**src/rtl/cc_load_pkg.sv**
```systemverilog
// cc_load_pkg: shared types and defaults for the cc register-load sequencer.
package cc_load_pkg;

    typedef enum logic [1:0] {
        IDLE   = 2'd0,
        REQ    = 2'd1,
        LOAD   = 2'd2,
        SETTLE = 2'd3
    } state_t;

    localparam int DEF_DATA_W         = 8;
    localparam int DEF_SETTLE_CYCLES  = 2;
    localparam int DEF_TIMEOUT_CYCLES = 15;

    // One counter serves both the settle window and the grant timeout, so it
    // is sized for the larger of the two (minimum 1 bit).
    function automatic int cnt_width(input int settle, input int timeout);
        int m;
        m = (settle > timeout) ? settle : timeout;
        return (m < 1) ? 1 : $clog2(m + 1);
    endfunction

endpackage

```
**src/rtl/cc_load_seq_if.sv**
```systemverilog
// cc_load_seq_if: upstream word handshake plus the cc register-load bus.
// master = the sequencer, slave = upstream source and bus together.
interface cc_load_seq_if
    import cc_load_pkg::*;
#(
    parameter int DATA_W = DEF_DATA_W
);
    logic              in_valid_pad;
    logic              in_ready_pad;
    logic [DATA_W-1:0] in_data_pad;
    logic              in_mode_pad;
    logic              bus_en_pad;
    logic              bus_sel_pad;
    logic              bus_req_pad;
    logic              bus_grant_pad;
    logic              bus_load_pad;
    logic              bus_mode_pad;
    logic [DATA_W-1:0] bus_data_pad;
    logic              busy_pad;
    logic              err_pad;

    modport master (
        input  in_valid_pad, in_data_pad, in_mode_pad, bus_grant_pad,
        output in_ready_pad, bus_en_pad, bus_sel_pad, bus_req_pad,
               bus_load_pad, bus_mode_pad, bus_data_pad, busy_pad, err_pad
    );

    modport slave (
        output in_valid_pad, in_data_pad, in_mode_pad, bus_grant_pad,
        input  in_ready_pad, bus_en_pad, bus_sel_pad, bus_req_pad,
               bus_load_pad, bus_mode_pad, bus_data_pad, busy_pad, err_pad
    );
endinterface

```
**src/rtl/cc_load_timer.sv**
```systemverilog
// cc_load_timer: saturating down-counter; load wins over enable, holds at 0.
module cc_load_timer
    import cc_load_pkg::*;
#(
    parameter int CNT_W = cnt_width(DEF_SETTLE_CYCLES, DEF_TIMEOUT_CYCLES)
) (
    input  logic             clk,
    input  logic             rst,
    input  logic             load,
    input  logic             en,
    input  logic [CNT_W-1:0] load_val,
    output logic             zero
);
    logic [CNT_W-1:0] cnt;

    // Load a start value, otherwise count down and stop at zero.
    always_ff @(posedge clk or posedge rst) begin
        if (rst)
            cnt <= '0;
        else if (load)
            cnt <= load_val;
        else if (en && (cnt != '0))
            cnt <= cnt - 1'b1;
    end

    assign zero = (cnt == '0);
endmodule

```
**src/rtl/cc_load_seq.sv**
```systemverilog
// cc_load_seq: accepts words over valid/ready and runs the cc register-load
// protocol (request, grant, one load strobe, settle hold).
// Optional feature: define CC_LOAD_TIMEOUT_EN to abandon a word when grant
// does not arrive within TIMEOUT_CYCLES REQ cycles (sets sticky err_pad).
module cc_load_seq
    import cc_load_pkg::*;
#(
    parameter int DATA_W         = DEF_DATA_W,
    parameter int SETTLE_CYCLES  = DEF_SETTLE_CYCLES,
    parameter int TIMEOUT_CYCLES = DEF_TIMEOUT_CYCLES
) (
    input  logic          clk_pad,
    input  logic          rst_pad,
    cc_load_seq_if.master io
);
    localparam int CNT_W = cnt_width(SETTLE_CYCLES, TIMEOUT_CYCLES);
    // Timer is loaded with N-1 so that it reads zero in the Nth cycle.
    localparam logic [CNT_W-1:0] SETTLE_LD =
        CNT_W'((SETTLE_CYCLES > 0) ? SETTLE_CYCLES - 1 : 0);
`ifdef CC_LOAD_TIMEOUT_EN
    localparam logic [CNT_W-1:0] TOUT_LD =
        CNT_W'((TIMEOUT_CYCLES > 0) ? TIMEOUT_CYCLES - 1 : 0);
`endif

    state_t           state;
    logic             accept;
    logic             tmr_load;
    logic             tmr_en;
    logic             tmr_zero;
    logic [CNT_W-1:0] tmr_val;

    // in_ready_pad is only ever high in IDLE, so this is the acceptance strobe.
    assign accept = io.in_ready_pad & io.in_valid_pad;

    // Timer control: arm the timeout on acceptance, arm the settle window in LOAD.
    always_comb begin
        tmr_load = 1'b0;
        tmr_en   = 1'b0;
        tmr_val  = '0;
        case (state)
`ifdef CC_LOAD_TIMEOUT_EN
            IDLE: begin
                tmr_load = accept;
                tmr_val  = TOUT_LD;
            end
            REQ:  tmr_en = 1'b1;
`endif
            LOAD: begin
                tmr_load = 1'b1;
                tmr_val  = SETTLE_LD;
            end
            SETTLE: tmr_en = 1'b1;
            default: ;
        endcase
    end

    cc_load_timer #(.CNT_W(CNT_W)) u_timer (
        .clk      (clk_pad),
        .rst      (rst_pad),
        .load     (tmr_load),
        .en       (tmr_en),
        .load_val (tmr_val),
        .zero     (tmr_zero)
    );

    // Protocol FSM; every output is registered and updated with the state it
    // belongs to. bus_data_pad/bus_mode_pad double as the word holding registers.
    always_ff @(posedge clk_pad or posedge rst_pad) begin
        if (rst_pad) begin
            state           <= IDLE;
            io.in_ready_pad <= 1'b0;
            io.bus_en_pad   <= 1'b0;
            io.bus_sel_pad  <= 1'b0;
            io.bus_req_pad  <= 1'b0;
            io.bus_load_pad <= 1'b0;
            io.bus_mode_pad <= 1'b0;
            io.bus_data_pad <= '0;
            io.busy_pad     <= 1'b0;
            io.err_pad      <= 1'b0;
        end else begin
            io.bus_en_pad <= 1'b1;
            case (state)
                IDLE: begin
                    if (accept) begin
                        state           <= REQ;
                        io.in_ready_pad <= 1'b0;
                        io.busy_pad     <= 1'b1;
                        io.bus_sel_pad  <= 1'b1;
                        io.bus_req_pad  <= 1'b1;
                        io.bus_data_pad <= io.in_data_pad;
                        io.bus_mode_pad <= io.in_mode_pad;
                    end else begin
                        io.in_ready_pad <= 1'b1;
                    end
                end
                REQ: begin
                    // Grant is checked first so it wins over a same-cycle timeout.
                    if (io.bus_grant_pad) begin
                        state           <= LOAD;
                        io.bus_req_pad  <= 1'b0;
                        io.bus_load_pad <= 1'b1;
                        io.err_pad      <= 1'b0;
                    end
`ifdef CC_LOAD_TIMEOUT_EN
                    else if (tmr_zero) begin
                        state           <= IDLE;
                        io.in_ready_pad <= 1'b1;
                        io.busy_pad     <= 1'b0;
                        io.bus_sel_pad  <= 1'b0;
                        io.bus_req_pad  <= 1'b0;
                        io.bus_data_pad <= '0;
                        io.bus_mode_pad <= 1'b0;
                        io.err_pad      <= 1'b1;
                    end
`endif
                end
                LOAD: begin
                    io.bus_load_pad <= 1'b0;
                    io.bus_sel_pad  <= 1'b0;
                    if (SETTLE_CYCLES == 0) begin
                        state           <= IDLE;
                        io.in_ready_pad <= 1'b1;
                        io.busy_pad     <= 1'b0;
                        io.bus_data_pad <= '0;
                        io.bus_mode_pad <= 1'b0;
                    end else begin
                        state <= SETTLE;
                    end
                end
                SETTLE: begin
                    if (tmr_zero) begin
                        state           <= IDLE;
                        io.in_ready_pad <= 1'b1;
                        io.busy_pad     <= 1'b0;
                        io.bus_data_pad <= '0;
                        io.bus_mode_pad <= 1'b0;
                    end
                end
                default: state <= IDLE;
            endcase
        end
    end
endmodule

```
**src/flat_wrapper.sv**
```systemverilog
// flat-port wrapper written by rule: the top's interface ports become plain ports
module cc_load_seq_flat import cc_load_pkg::*;
#(
    parameter int DATA_W         = DEF_DATA_W,
    parameter int SETTLE_CYCLES  = DEF_SETTLE_CYCLES,
    parameter int TIMEOUT_CYCLES = DEF_TIMEOUT_CYCLES
)
  (clk_pad, rst_pad, io_in_valid_pad, io_in_data_pad, io_in_mode_pad, io_bus_grant_pad, io_in_ready_pad, io_bus_en_pad, io_bus_sel_pad, io_bus_req_pad, io_bus_load_pad, io_bus_mode_pad, io_bus_data_pad, io_busy_pad, io_err_pad);
  cc_load_seq_if #(.DATA_W(DATA_W)) io_i ();
  input  logic clk_pad;
  input  logic rst_pad;
  input wire logic [$bits(io_i.in_valid_pad)-1:0] io_in_valid_pad;
  input wire logic [$bits(io_i.in_data_pad)-1:0] io_in_data_pad;
  input wire logic [$bits(io_i.in_mode_pad)-1:0] io_in_mode_pad;
  input wire logic [$bits(io_i.bus_grant_pad)-1:0] io_bus_grant_pad;
  output wire logic [$bits(io_i.in_ready_pad)-1:0] io_in_ready_pad;
  output wire logic [$bits(io_i.bus_en_pad)-1:0] io_bus_en_pad;
  output wire logic [$bits(io_i.bus_sel_pad)-1:0] io_bus_sel_pad;
  output wire logic [$bits(io_i.bus_req_pad)-1:0] io_bus_req_pad;
  output wire logic [$bits(io_i.bus_load_pad)-1:0] io_bus_load_pad;
  output wire logic [$bits(io_i.bus_mode_pad)-1:0] io_bus_mode_pad;
  output wire logic [$bits(io_i.bus_data_pad)-1:0] io_bus_data_pad;
  output wire logic [$bits(io_i.busy_pad)-1:0] io_busy_pad;
  output wire logic [$bits(io_i.err_pad)-1:0] io_err_pad;
  assign io_i.in_valid_pad = io_in_valid_pad;
  assign io_i.in_data_pad = io_in_data_pad;
  assign io_i.in_mode_pad = io_in_mode_pad;
  assign io_i.bus_grant_pad = io_bus_grant_pad;
  assign io_in_ready_pad = io_i.in_ready_pad;
  assign io_bus_en_pad = io_i.bus_en_pad;
  assign io_bus_sel_pad = io_i.bus_sel_pad;
  assign io_bus_req_pad = io_i.bus_req_pad;
  assign io_bus_load_pad = io_i.bus_load_pad;
  assign io_bus_mode_pad = io_i.bus_mode_pad;
  assign io_bus_data_pad = io_i.bus_data_pad;
  assign io_busy_pad = io_i.busy_pad;
  assign io_err_pad = io_i.err_pad;
  cc_load_seq #(.DATA_W(DATA_W), .SETTLE_CYCLES(SETTLE_CYCLES), .TIMEOUT_CYCLES(TIMEOUT_CYCLES)) u_core (.clk_pad(clk_pad), .rst_pad(rst_pad), .io(io_i));
endmodule
```
**config.mk**
```make
export PLATFORM = sky130hd
export DESIGN_NAME = cc_load_seq_flat
export DESIGN_NICKNAME = d
export VERILOG_FILES = /design/src/rtl/cc_load_pkg.sv /design/src/rtl/cc_load_seq_if.sv /design/src/rtl/cc_load_timer.sv /design/src/rtl/cc_load_seq.sv /design/src/flat_wrapper.sv
export SDC_FILE = /design/constraint.sdc
export NUM_CORES = 1
export LEC_CHECK = 0
export CAP_MARGIN = 20
export CORE_UTILIZATION = 46
export CTS_CLUSTER_DIAMETER = 60
export CTS_CLUSTER_SIZE = 30
export DETAILED_ROUTE_END_ITERATION = 10
export GPL_ROUTABILITY_DRIVEN = 0
export PLACE_DENSITY = 0.82
export SYNTH_ARGS = -nofsm -noshare
export SYNTH_HDL_FRONTEND = slang
export SYNTH_SLANG_ARGS = --single-unit
export TNS_END_PERCENT = 50
```
**constraint.sdc**
```tcl
create_clock -name clk_pad -period 2.7 [get_ports clk_pad]
set_clock_uncertainty 0.1 [all_clocks]
set_input_delay 0.54 -clock clk_pad [delete_from_list [all_inputs] [get_ports clk_pad]]
set_output_delay 0.54 -clock clk_pad [all_outputs]
set_load 0.005 [all_outputs]
```
# [Yosys cells after proc, flatten, opt, wreduce, memory -nomap -nowiden]
# Index checks and enable logic that the tools add are counted.
[classes] add_sub_neg=1 n_eq_ne=6 n_mux=25 bitwise_logic=1 reduce_logical=15
[op_table] cell="2-to-1 mux 8 bit" n=2
[op_table] cell="case mux 8 bit (2 select lines)" n=1
[op_table] cell="case mux 1 bit (2 select lines)" n=6
[op_table] cell="2-to-1 mux 1 bit" n=10
[op_table] cell="nonzero test 2 bit" n=5
[op_table] cell="AND reduction 3 bit" n=3
[op_table] cell="2-to-1 mux 4 bit" n=2
[op_table] cell="case mux 2 bit (4 select lines)" n=1
[op_table] cell="2-to-1 mux 2 bit" n=3
[op_table] cell="AND reduction 2 bit" n=3
[op_table] cell="equality test 2 bit, second input constant" n=2
[op_table] cell="logical NOT 4 bit" n=1
[op_table] cell="inequality test 2 x 1 -> 1 bit, second input constant" n=2
[op_table] cell="nonzero test 4 bit" n=1
[op_table] cell="subtractor 4 x 1 -> 4 bit, second input constant" n=1
[op_table] cell="equality test 2 x 1 -> 1 bit, second input constant" n=1
[op_table] cell="logical NOT 2 bit" n=1
[op_table] cell="inequality test 2 bit, second input constant" n=1
[op_table] cell="AND 1 bit" n=1
[op_table] cell="logical AND 1 bit" n=1
[totals] ff_bits=21 input_bits=13 out_inout_bits=16

# [Logic depth before layout (Yosys ltp)]
# Gate-level depths: netlist of run 1.
[depth] word_depth=5 ltp_mapped=7 depth_no_buf=5

# [Hierarchy]
# A second synthesis of run 1 with hierarchy kept.
[hier_totals] cells_unflattened=102 area_unflattened_um2=1136.1
[by_module_without_submodules] mod="cc_load_seq" instances=1 cells_per_inst=74 area_each_um2=874.6 seq_area_each_um2=425.4
[by_module_without_submodules] mod="cc_load_timer" instances=1 cells_per_inst=28 area_each_um2=261.5 seq_area_each_um2=100.1

# [Worst setup path after synthesis of run 1]
# Ideal clock, no wire load.
[synth_path] path_type="register to register" startpoint="register u_core.u_timer.cnt[0]" endpoint="register u_core.state[1]" t_arrival_ns=1.670 required_ns=2.475 setup_slack_ns=0.805 stages_incl_launch_ff=7 period_less_slack_ns=1.895 cell_sequence="dfrtp_1 inv_1 ha_1 or3b_1 buf_2 a211oi_2 mux2_2"
[synth_between] elab_chain_len=3
[synth_lines] item="start, declared" line_no="cc_load_timer.sv:14" text="logic [CNT_W-1:0] cnt;"
[synth_lines] item="start signal, assigned" line_no="cc_load_timer.sv:21" text="cnt <= load_val;"
[synth_lines] item="start signal, assigned" line_no="cc_load_timer.sv:23" text="cnt <= cnt - 1'b1;"
[synth_lines] item="logical NOT 4 bit" line_no="cc_load_timer.sv:26" text="assign zero = (cnt == '0);"
[synth_lines] item="inequality test 2 x 1 -> 1 bit (no source line)"
[synth_lines] item="AND reduction 3 bit (no source line)"
[synth_lines] item="end signal, assigned" line_no="cc_load_seq.sv:70" text="state <= IDLE;"
[synth_lines] item="end signal, assigned" line_no="cc_load_seq.sv:85" text="state <= REQ;"
[synth_lines] item="end signal, assigned" line_no="cc_load_seq.sv:99" text="state <= LOAD;"
[synth_lines] item="end, declared" line_no="cc_load_seq.sv:25" text="state_t state;"
# Every way passes these cells.
# A chain may end at the register's enable or synchronous reset.

# [Worst setup path after layout of run 1]
# Same ends and word-level chain as after synthesis.

==> run_results.csv, run 1 <==
group,metric,value,unit
sta,max_slew_margin,49.54,%
die,die_h,48.68,um
yosys,ys_types,31,
clock_network,cts_sinks,21,
place,hpwl,1460,um
flow_run,maxCapViolCount,0,
yosys,avgSynthCellArea,11.52,um^2
power_and_ir_drop,p_leak,0.5846,nW
layout,design_area,1301,um^2
sta,timing.setup.tns,0,ns
worst_hold_path,hold_path_class,"reg2reg",
clock_network,clkLatencyLatePin,0.29,ns
worst_setup_path,worst_ep_arrival_time,2.13,ns
clock_network,cts_buffer_depth,2,
layout,largest_register,"u_core.io.bus_data_pad",
worst_setup_path,cp-end-kind,"flip-flop",
yosys,synth_area_leaders,"dfrtp_1 (52%), ha_1 (8.7%), a22o_1 (7.9%), inv_1 (2.6%), o31ai_1 (2.2%)",
grt,antenna_found_initial,0,
die,start_util,50.06,%
layout,reg.largest.list,"u_core.io.bus_data_pad x8, u_core.u_timer.cnt x4, u_core.state x2",
yosys,seq_area_frac_synth,52.43,%
worst_setup_path,worst_path_max_delay_cell,"or3b_1",
place,io_buffers,27,
grt,grt_use_total,17.76,%
worst_setup_path,critPathBufInv,1,
yosys,synthArstFlopShare,100.0,%
detailed_routing,first_pass_iters,4,
worst_setup_path,required,2.79,ns
yosys,syn_nets,107,
yosys,yosys_register_bits,21,
yosys,synth_top_cell_area_share,52.43,%
yosys,syn_inst,87,
detailed_routing,drt_iter0_drc,38,
yosys,yosysWarnings,0,
grt,grt_max_degree,22,
sta,min_period,2.040,ns
worst_setup_path,path_max_fanout,6,
sta,holdWs,0.3941,ns
detailed_routing,dr_total_vias,750,
detailed_routing,viasPerCell,5.357,
sta,rsz0062_at_grt,"false",
place,placed_area,1275,um^2
layout,largest_reg_flops,8,
worst_setup_path,path_class,"reg2reg",
sta,fmax,490.1,MHz
clock_network,htreeDepth,1,
power_and_ir_drop,peakVddDrop,0.8450,mV
sta,worst_pin_slew,0.7560,ns
yosys,syn_area,1002,um^2
yosys,synth_ff_type,"dfrtp_1",
power_and_ir_drop,power_density,1189,nW/um^2
detailed_routing,drt-total-wl,1907,um
place,dp_slack,0.5038,ns
die,fp.coreArea,2002,um^2
clock_network,cts_hold_buf,0,
sta,setup_violations,0,
clock_network,post_cts_buffers,0,
worst_setup_path,crit_chain,"inv_1 > ha_1 > or3b_1 > a211oi_2 > mux2_2",
grt,overflow,0,
layout,drive_above_1_share,7.080,%
grt,grt_pass1_vias,723,
sta,final.setup.worst_slack,0.6597,ns
grt,grt_pass1_wl,3153,um
clock_network,cts_root_buffer,"clkbuf_4",
clock_network,post_cts_resized,0,
detailed_routing,wl_per_cell,13.62,um
worst_setup_path,max_stage_delay,0.46,ns
clock_network,cts_made_buffers,3,
die,num_rows,16,
yosys,synth_edf_count,0,
run_status,outcome,"finished, final reports clean",
detailed_routing,antenna_left,0,
yosys,synth_top_area_cell,"dfrtp_1",
die,ios,29,
worst_setup_path,path_delay_family,"simple AND/OR/NAND/NOR gates",
worst_setup_path,critPathLaunchType,"flip-flop",
die,die_w,48.68,um
clock_network,tritoncts,"built",
sta,fin_crit_sh,75.57,%
layout,n_antenna_cell,0,
layout,layout.nets,134,
layout,syn_to_final_growth,29.84,%
clock_network,path_clk_slew,0.11,ns
sta,hold_viol,0,
die,fp.dieArea,2369,um^2
detailed_routing,drc_errors,0,
sta,maxSlewViolCount,0,
layout,post-route-util,65.00,%
==> cell families after synthesis <==
group / Yosys count / share of synthesized area (%)
fa+ha+maj: 7 / 8.739
buf+inv: 12 / 5.743
other cells: 2 / 0.7493
simple gates: 17 / 9.364
flops: 21 / 52.43
mux: 3 / 3.121
compound gates: 25 / 19.85
==> where the power goes <==
part,switching [mW],internal [mW]
combinational,0.390,0.462
clock,0.0865,0.0574
sequential,0.0933,0.458
total,0.570,0.977
==> cell type report <==
type,count,area (um^2)
repair buffers,27,270.3
inverters,7,26.28
flip-flops and latches,21,525.5
well taps,27,33.78
multi-input cells,54,419.2
fillers,159,700.7
clock buffers,4,26.28
==> routing by layer <==
| layer | share of wire [%] | up-vias | GRT usage [%] |
|---|---|---|---|
| met3 | 3.6 | 2 | 5.660 |
| met2 | 53 | 16 | 33.33 |
| met1 | 43 | 377 | 18.97 |
| li1 | - | 355 | - |
| met4 | 0.63 | 0 | 4.412 |
| met5 | 0 | - | 0 |
==> synthesized netlist by cell type, types with 2 or more instances <==
master and n:
a22o_1 9, inv_1 7, dfrtp_1 21, mux2i_1 2, nand2_1 5, clkbuf_1 2, nor2_1 4, conb_1 2
ha_1 7, o2bb2ai_1 2, a21oi_1 3, o31ai_1 3, nand3_1 2
==> cell usage in the layout (no fill, tap or decap), drive strengths merged <==
master	instances
ha	7
dfrtp	21
a21bo	1
a21oi	3
a21boi	1
conb	2
mux2i	2
nand4b	1
a211o	1
a211oi	2
clkdlybuf4s50	27
nand2	5
inv	7
nor2b	1
nand3	2
o31ai	3
nor2	4
clkbuf	4
nor4b	1
a22o	9
a21o	1
and2	1
or3b	1
o21ai	1
nor3	1
mux2	1
o2bb2ai	2
a31oi	1
==> final timing paths <==
path,from,end,slack (ns),cells past startpoint
hold / removal,u_core.io.busy_pad,u_core.io.busy_pad,0.39,1
min in group asynchronous,rst_pad,u_core.io.bus_data_pad[1],0.58,2
max in group asynchronous,rst_pad,u_core.io.bus_req_pad,1.44,2
hold reg to reg,u_core.io.busy_pad,u_core.io.busy_pad,0.39,1
setup reg to reg,u_core.u_timer.cnt[0],u_core.state[1],0.66,5
setup / recovery,u_core.u_timer.cnt[0],u_core.state[1],0.66,5
==> worst reg2reg max path, stage by stage, from the launching register on <==
cell and delay, ns:
dfrtp_1 0.41, inv_1 0.11, ha_1 0.15, or3b_1 0.46, a211oi_2 0.34, mux2_2 0.37
==> through the flow <==
step | power (mW) | std cells
6_report | 1.547 | 140
2_1_floorplan | 1.119 | 87
3_5_place_dp | 1.415 | 136
5_1_grt | 1.671 | 140
3_3_place_gp | 1.381 | 136
4_1_cts | 1.561 | 140
Power figures use the tool's default switching activity.
==> run 2: changes to the inputs <==
--- a/config.mk
+++ b/config.mk
@@ -6,12 +6,12 @@
 export NUM_CORES = 1
 export LEC_CHECK = 0
 export CAP_MARGIN = 20
-export CORE_UTILIZATION = 46
+export CORE_UTILIZATION = 41
 export CTS_CLUSTER_DIAMETER = 60
 export CTS_CLUSTER_SIZE = 30
 export DETAILED_ROUTE_END_ITERATION = 10
 export GPL_ROUTABILITY_DRIVEN = 0
-export PLACE_DENSITY = 0.82
+export PLACE_DENSITY = 0.77
 export SYNTH_ARGS = -nofsm -noshare
 export SYNTH_HDL_FRONTEND = slang
 export SYNTH_SLANG_ARGS = --single-unit
==> constraint.sdc (replaced) <==
create_clock -name clk_pad -period 1.87 [get_ports clk_pad]
set_clock_uncertainty 0.1 [all_clocks]
set_input_delay 0.374 -clock clk_pad [delete_from_list [all_inputs] [get_ports clk_pad]]
set_output_delay 0.374 -clock clk_pad [all_outputs]
set_load 0.005 [all_outputs]
==> run 2 against run 1 <==
Net effect:
- cell count is 7.9% higher
- worst setup slack worse by 0.61 ns
- maximum frequency is 12% higher
- total power is 63% higher
- register-to-register slack worse by 0.61 ns
- utilization is 2.2 points lower
- worst hold slack worse by 0.11 ns
- routed wire length is 9.2% higher
- sequential cell count stayed put
- critical path depth stayed put
- highest routed layer unchanged
==> run_results.csv, run 2 (same netlist as run 1, synthesis figures left out) <==
group,metric,value,unit
sta,fmax,548.2,MHz
clock_network,clkLatencyLatePin,0.30,ns
grt,grt_use_total,18.46,%
place,placed_area,1329,um^2
flow_run,maxCapViolCount,0,
layout,drive_above_1_share,19.51,%
sta,setup_violations,0,
worst_setup_path,r2r_setup_slack,0.05,ns
worst_setup_path,critPathLaunch,"u_core.u_timer.cnt[0]",
grt,antenna_found_initial,0,
worst_setup_path,worst_ep_arrival_time,1.92,ns
layout,layout.nets,144,
layout,design_area,1415,um^2
power_and_ir_drop,peakVddDrop,1.136,mV
clock_network,cts_buffer_depth,2,
worst_setup_path,r2r_start,"u_core.u_timer.cnt[0]",
clock_network,tritoncts,"built",
sta,rsz0062_at_grt,"true",
die,start_util,44.45,%
sta,hold_viol,0,
layout,final_common_cell,"clkdlybuf4s50_1",
worst_setup_path,path_class,"reg2reg",
grt,grt_pass1_vias,798,
die,fp.coreArea,2255,um^2
die,fp.dieArea,2646,um^2
worst_setup_path,ff2ff_path_depth,5,
worst_setup_path,path_max_fanout,3,
sta,maxSlewViolCount,0,
power_and_ir_drop,power_density,1782,nW/um^2
sta,min_period,1.824,ns
grt,overflow,0,
clock_network,htreeDepth,1,
worst_setup_path,crit_end,"u_core.state[1]",
grt,grt_max_degree,22,
die,die_h,51.44,um
detailed_routing,drc_errors,0,
detailed_routing,first_pass_iters,4,
clock_network,cts_made_buffers,3,
sta,fin_crit_sh,97.54,%
die,die_w,51.44,um
clock_network,cts_hold_buf,0,
power_and_ir_drop,p_leak,0.6430,nW
worst_hold_path,hold_path_class,"in2async",
clock_network,cts_sinks,21,
run_status,outcome,"finished, final reports clean",
detailed_routing,viasPerCell,5.093,
die,ios,29,
layout,layout_common_cells,"clkdlybuf4s50_1 (27), dfrtp_1 (21), buf_4 (10)",
layout,reg.largest.list,"u_core.io.bus_data_pad x8, u_core.u_timer.cnt x4, u_core.state x2",
layout,largest_reg_flops,8,
clock_network,path_clk_slew,0.12,ns
detailed_routing,dr_total_vias,769,
place,hpwl,1502,um
place,io_buffers,27,
detailed_routing,drt-total-wl,2082,um
layout,largest_register,"u_core.io.bus_data_pad",
clock_network,cts_root_buffer,"clkbuf_4",
grt,grt_pass1_wl,3574,um
layout,syn_to_final_growth,41.20,%
detailed_routing,wl_per_cell,13.79,um
detailed_routing,drt_iter0_drc,6,
detailed_routing,antenna_left,0,
worst_setup_path,critPathLaunchType,"flip-flop",
worst_setup_path,required,1.97,ns
worst_setup_path,reg2reg_to,"u_core.state[1]",
layout,n_antenna_cell,0,
worst_setup_path,cp-end-kind,"flip-flop",
die,num_rows,17,
layout,post-route-util,62.76,%
## run 2: power breakdown
part	switching [mW]	leakage (nW)	internal, mW
clock	0.137	0.0150	0.0830
sequential	0.149	0.255	0.662
combinational	0.643	0.373	0.848
## run 2: cell type report
type	count	area, um^2
timing repair buffer	37	345.3
tap	28	35.03
fill	203	839.6
sequential	21	525.5
multi-input combinational	54	456.7
inverter	7	26.28
clock buffer	4	26.28
## run 2: per-stage QoR
step           setup WS, ns  cells  total power [mW]  setup TNS (ns)  hold slack (ns)
2_1_floorplan      0.004870     87             1.616               0           0.2505
3_3_place_gp       -0.02760    144             2.064         -0.2584           0.3770
3_5_place_dp       -0.09125    144             2.133         -0.7198           0.3685
4_1_cts            0.006420    148             2.386               0           0.2860
5_1_grt            -0.02031    151             2.712        -0.04477           0.3263
6_report            0.04593    151             2.522               0           0.2854
## run 2: what timing repair did
item,4_1_cts,5_1_grt
resized for setup,3,8
pin swaps,0,1
setup buffers,0,3
endpoints found under the setup margin,10,14
endpoints found under the hold margin,0,0
## run 2: worst min path at each step
stage	cells past startpoint	end
finish	3	u_core.u_timer.cnt[3]
global route	3	u_core.io.bus_en_pad
CTS	3	u_core.io.bus_en_pad
detailed placement	1	u_core.io.busy_pad
global placement	1	u_core.io.bus_sel_pad
floorplan	1	u_core.io.bus_data_pad[0]
## run 2: metal layers
metal  wire length, um  global-route usage (%)
met4                13                   6.757
met2               968                   29.87
met5                 0                       0
met1               995                   23.35
met3               104                   5.060
## run 2: worst max-delay path, cell delays in order, from the launching register on
cell and delay (ns):
dfrtp_1 0.42, inv_2 0.06, ha_1 0.13, or3b_4 0.41, a211oi_4 0.29, mux2_4 0.32
==> run 3: changes to the inputs <==
--- a/config.mk
+++ b/config.mk
@@ -6,12 +6,13 @@
 export NUM_CORES = 1
 export LEC_CHECK = 0
 export CAP_MARGIN = 20
-export CORE_UTILIZATION = 41
+export CORE_UTILIZATION = 64
 export CTS_CLUSTER_DIAMETER = 60
 export CTS_CLUSTER_SIZE = 30
 export DETAILED_ROUTE_END_ITERATION = 10
+export DONT_BUFFER_PORTS = 1
 export GPL_ROUTABILITY_DRIVEN = 0
-export PLACE_DENSITY = 0.77
+export PLACE_DENSITY = 0.84
 export SYNTH_ARGS = -nofsm -noshare
 export SYNTH_HDL_FRONTEND = slang
 export SYNTH_SLANG_ARGS = --single-unit
==> constraint.sdc (replaced) <==
create_clock -name clk_pad -period 2.2 [get_ports clk_pad]
set_clock_uncertainty 0.1 [all_clocks]
set_input_delay 0.44 -clock clk_pad [delete_from_list [all_inputs] [get_ports clk_pad]]
set_output_delay 0.44 -clock clk_pad [all_outputs]
set_load 0.005 [all_outputs]
==> run 3 against run 2 <==
Net effect:
- sequential share of layout area grew 15 points
- routed wire length down 19%
- non-clock buffer count is 37 lower
- via count is 14% lower
- total power down 34%
- register-to-register slack improved by 0.15 ns
- global-route usage up 4.0 points
- utilization grew 11 points
- sequential cell count unchanged
- die area fell by 35%
- worst setup slack improved by 0.15 ns
- critical endpoint is now u_core.io.bus_data_pad[7]
- highest routed layer unchanged
==> run_results.csv, run 3 (same netlist as run 1, synthesis figures left out) <==
group,metric,value,unit
sta,timing.setup.tns,0,ns
sta,max_slew_margin,50.51,%
power_and_ir_drop,peakVddDrop,1.209,mV
place,io_buffers,0,
clock_network,cts_buffer_depth,2,
layout,n_antenna_cell,0,
layout,layout_common_cells,"dfrtp_1 (21), a22o_1 (9), inv_1 (7), ha_1 (7), nand2_1 (5)",
die,fp.coreArea,1383,um^2
flow_run,maxCapViolCount,0,
clock_network,post_cts_resized,0,
clock_network,path_clk_slew,0.11,ns
sta,maxSlewViolCount,0,
layout,reg.largest.list,"u_core.io.bus_data_pad x8, u_core.u_timer.cnt x4, u_core.state x2",
die,num_rows,13,
worst_setup_path,path_class,"reg2reg",
die,start_util,72.49,%
clock_network,clkLatencyLatePin,0.30,ns
sta,fmax,498.1,MHz
clock_network,tritoncts,"built",
power_and_ir_drop,power_density,1643,nW/um^2
detailed_routing,antenna_left,0,
layout,final_common_cell,"dfrtp_1",
worst_setup_path,required,2.30,ns
detailed_routing,drt-total-wl,1687,um
clock_network,htreeDepth,1,
worst_setup_path,path_max_fanout,10,
sta,min_period,2.007,ns
die,ios,29,
grt,grt_max_degree,22,
layout,design_area,1017,um^2
place,hpwl,1315,um
layout,post-route-util,73.57,%
grt,grt_pass1_vias,683,
layout,drive_above_1_share,10.47,%
clock_network,post_cts_buffers,0,
sta,hold_viol,0,
worst_setup_path,cp-end-kind,"flip-flop",
sta,rsz0062_at_grt,"false",
layout,largest_reg_flops,8,
place,placed_area,989.7,um^2
power_and_ir_drop,p_leak,0.4831,nW
sta,setup_violations,0,
clock_network,cts_made_buffers,3,
sta,holdWs,0.04106,ns
grt,overflow,0,
power_and_ir_drop,power,1.672,mW
grt,grt_use_total,22.45,%
worst_setup_path,critPathLaunchType,"flip-flop",
layout,syn_to_final_growth,1.499,%
die,die_w,41.57,um
detailed_routing,wl_per_cell,16.70,um
detailed_routing,dr_total_vias,661,
detailed_routing,first_pass_iters,4,
die,fp.dieArea,1728,um^2
layout,layout.nets,107,
sta,worst_pin_slew,0.7415,ns
worst_hold_path,hold_path_class,"in2async",
layout,largest_register,"u_core.io.bus_data_pad",
sta,fin_crit_sh,91.25,%
detailed_routing,drc_errors,0,
run_status,outcome,"finished, final reports clean",
grt,grt_pass1_wl,2960,um
detailed_routing,drt_iter0_drc,10,
worst_setup_path,worst_ep_arrival_time,2.10,ns
clock_network,cts_root_buffer,"clkbuf_4",
die,die_h,41.57,um
detailed_routing,viasPerCell,6.545,
grt,antenna_found_initial,0,
clock_network,cts_hold_buf,0,
clock_network,cts_sinks,21,
## run 3: path summary, 6_finish.rpt
| check | startpoint | end | slack (ns) | cells past startpoint |
|---|---|---|---|---|
| setup / recovery | u_core.u_timer.cnt[0] | u_core.io.bus_data_pad[7] | 0.19 | 5 |
| hold / removal | rst_pad | u_core.io.bus_data_pad[7] | 0.04 | 1 |
| setup reg to reg | u_core.u_timer.cnt[0] | u_core.io.bus_data_pad[7] | 0.19 | 5 |
| hold reg to reg | u_core.io.busy_pad | u_core.io.busy_pad | 0.42 | 1 |
| max in group asynchronous | rst_pad | u_core.io.bus_data_pad[1] | 1.50 | 1 |
| min in group clk_pad | io_in_data_pad[4] | u_core.io.bus_data_pad[4] | 0.17 | 1 |
## run 3: metal layers
| layer | vias to the layer above | track usage, % | wire length, um |
|---|---|---|---|
| met5 | - | 0 | 0 |
| met4 | 0 | 9.677 | 44 |
| met3 | 6 | 4.783 | 88 |
| met2 | 24 | 38.75 | 861 |
| met1 | 329 | 26.82 | 693 |
| li1 | 302 | - | - |
## run 3: final cells by class
class                           count  area, um^2
Sequential cell                    21       525.5
Multi-Input combinational cell     54       419.2
Fill cell                         101       365.4
Inverter                            7       26.28
Clock buffer                        3       22.52
Tap cell                           15       18.77
Clock inverter                      1       5.005
## run 3: through the flow
step / worst slack, ns / instances
floorplan: 0.3049 / 87
detailed placement: 0.2108 / 97
finish: 0.1925 / 101
global route: 0.1111 / 101
CTS: 0.1901 / 101
global placement: 0.2770 / 97
## run 3: critical path, cell delays in order (launching register included)
cell and delay [ns]:
dfrtp_1 0.42, inv_1 0.10, ha_1 0.14, or3b_1 0.44, a211o_1 0.46, a22o_1 0.24
## run 3: report_power, final
| group | internal [mW] | leakage, nW | total (mW) | switching [mW] |
|---|---|---|---|---|
| Combinational | 0.358 | 0.210 | 0.784 | 0.426 |
| Sequential | 0.563 | 0.255 | 0.709 | 0.146 |
| Clock | 0.0678 | 0.0177 | 0.178 | 0.110 |
| Total | 0.989 | 0.483 | 1.67 | 0.683 |
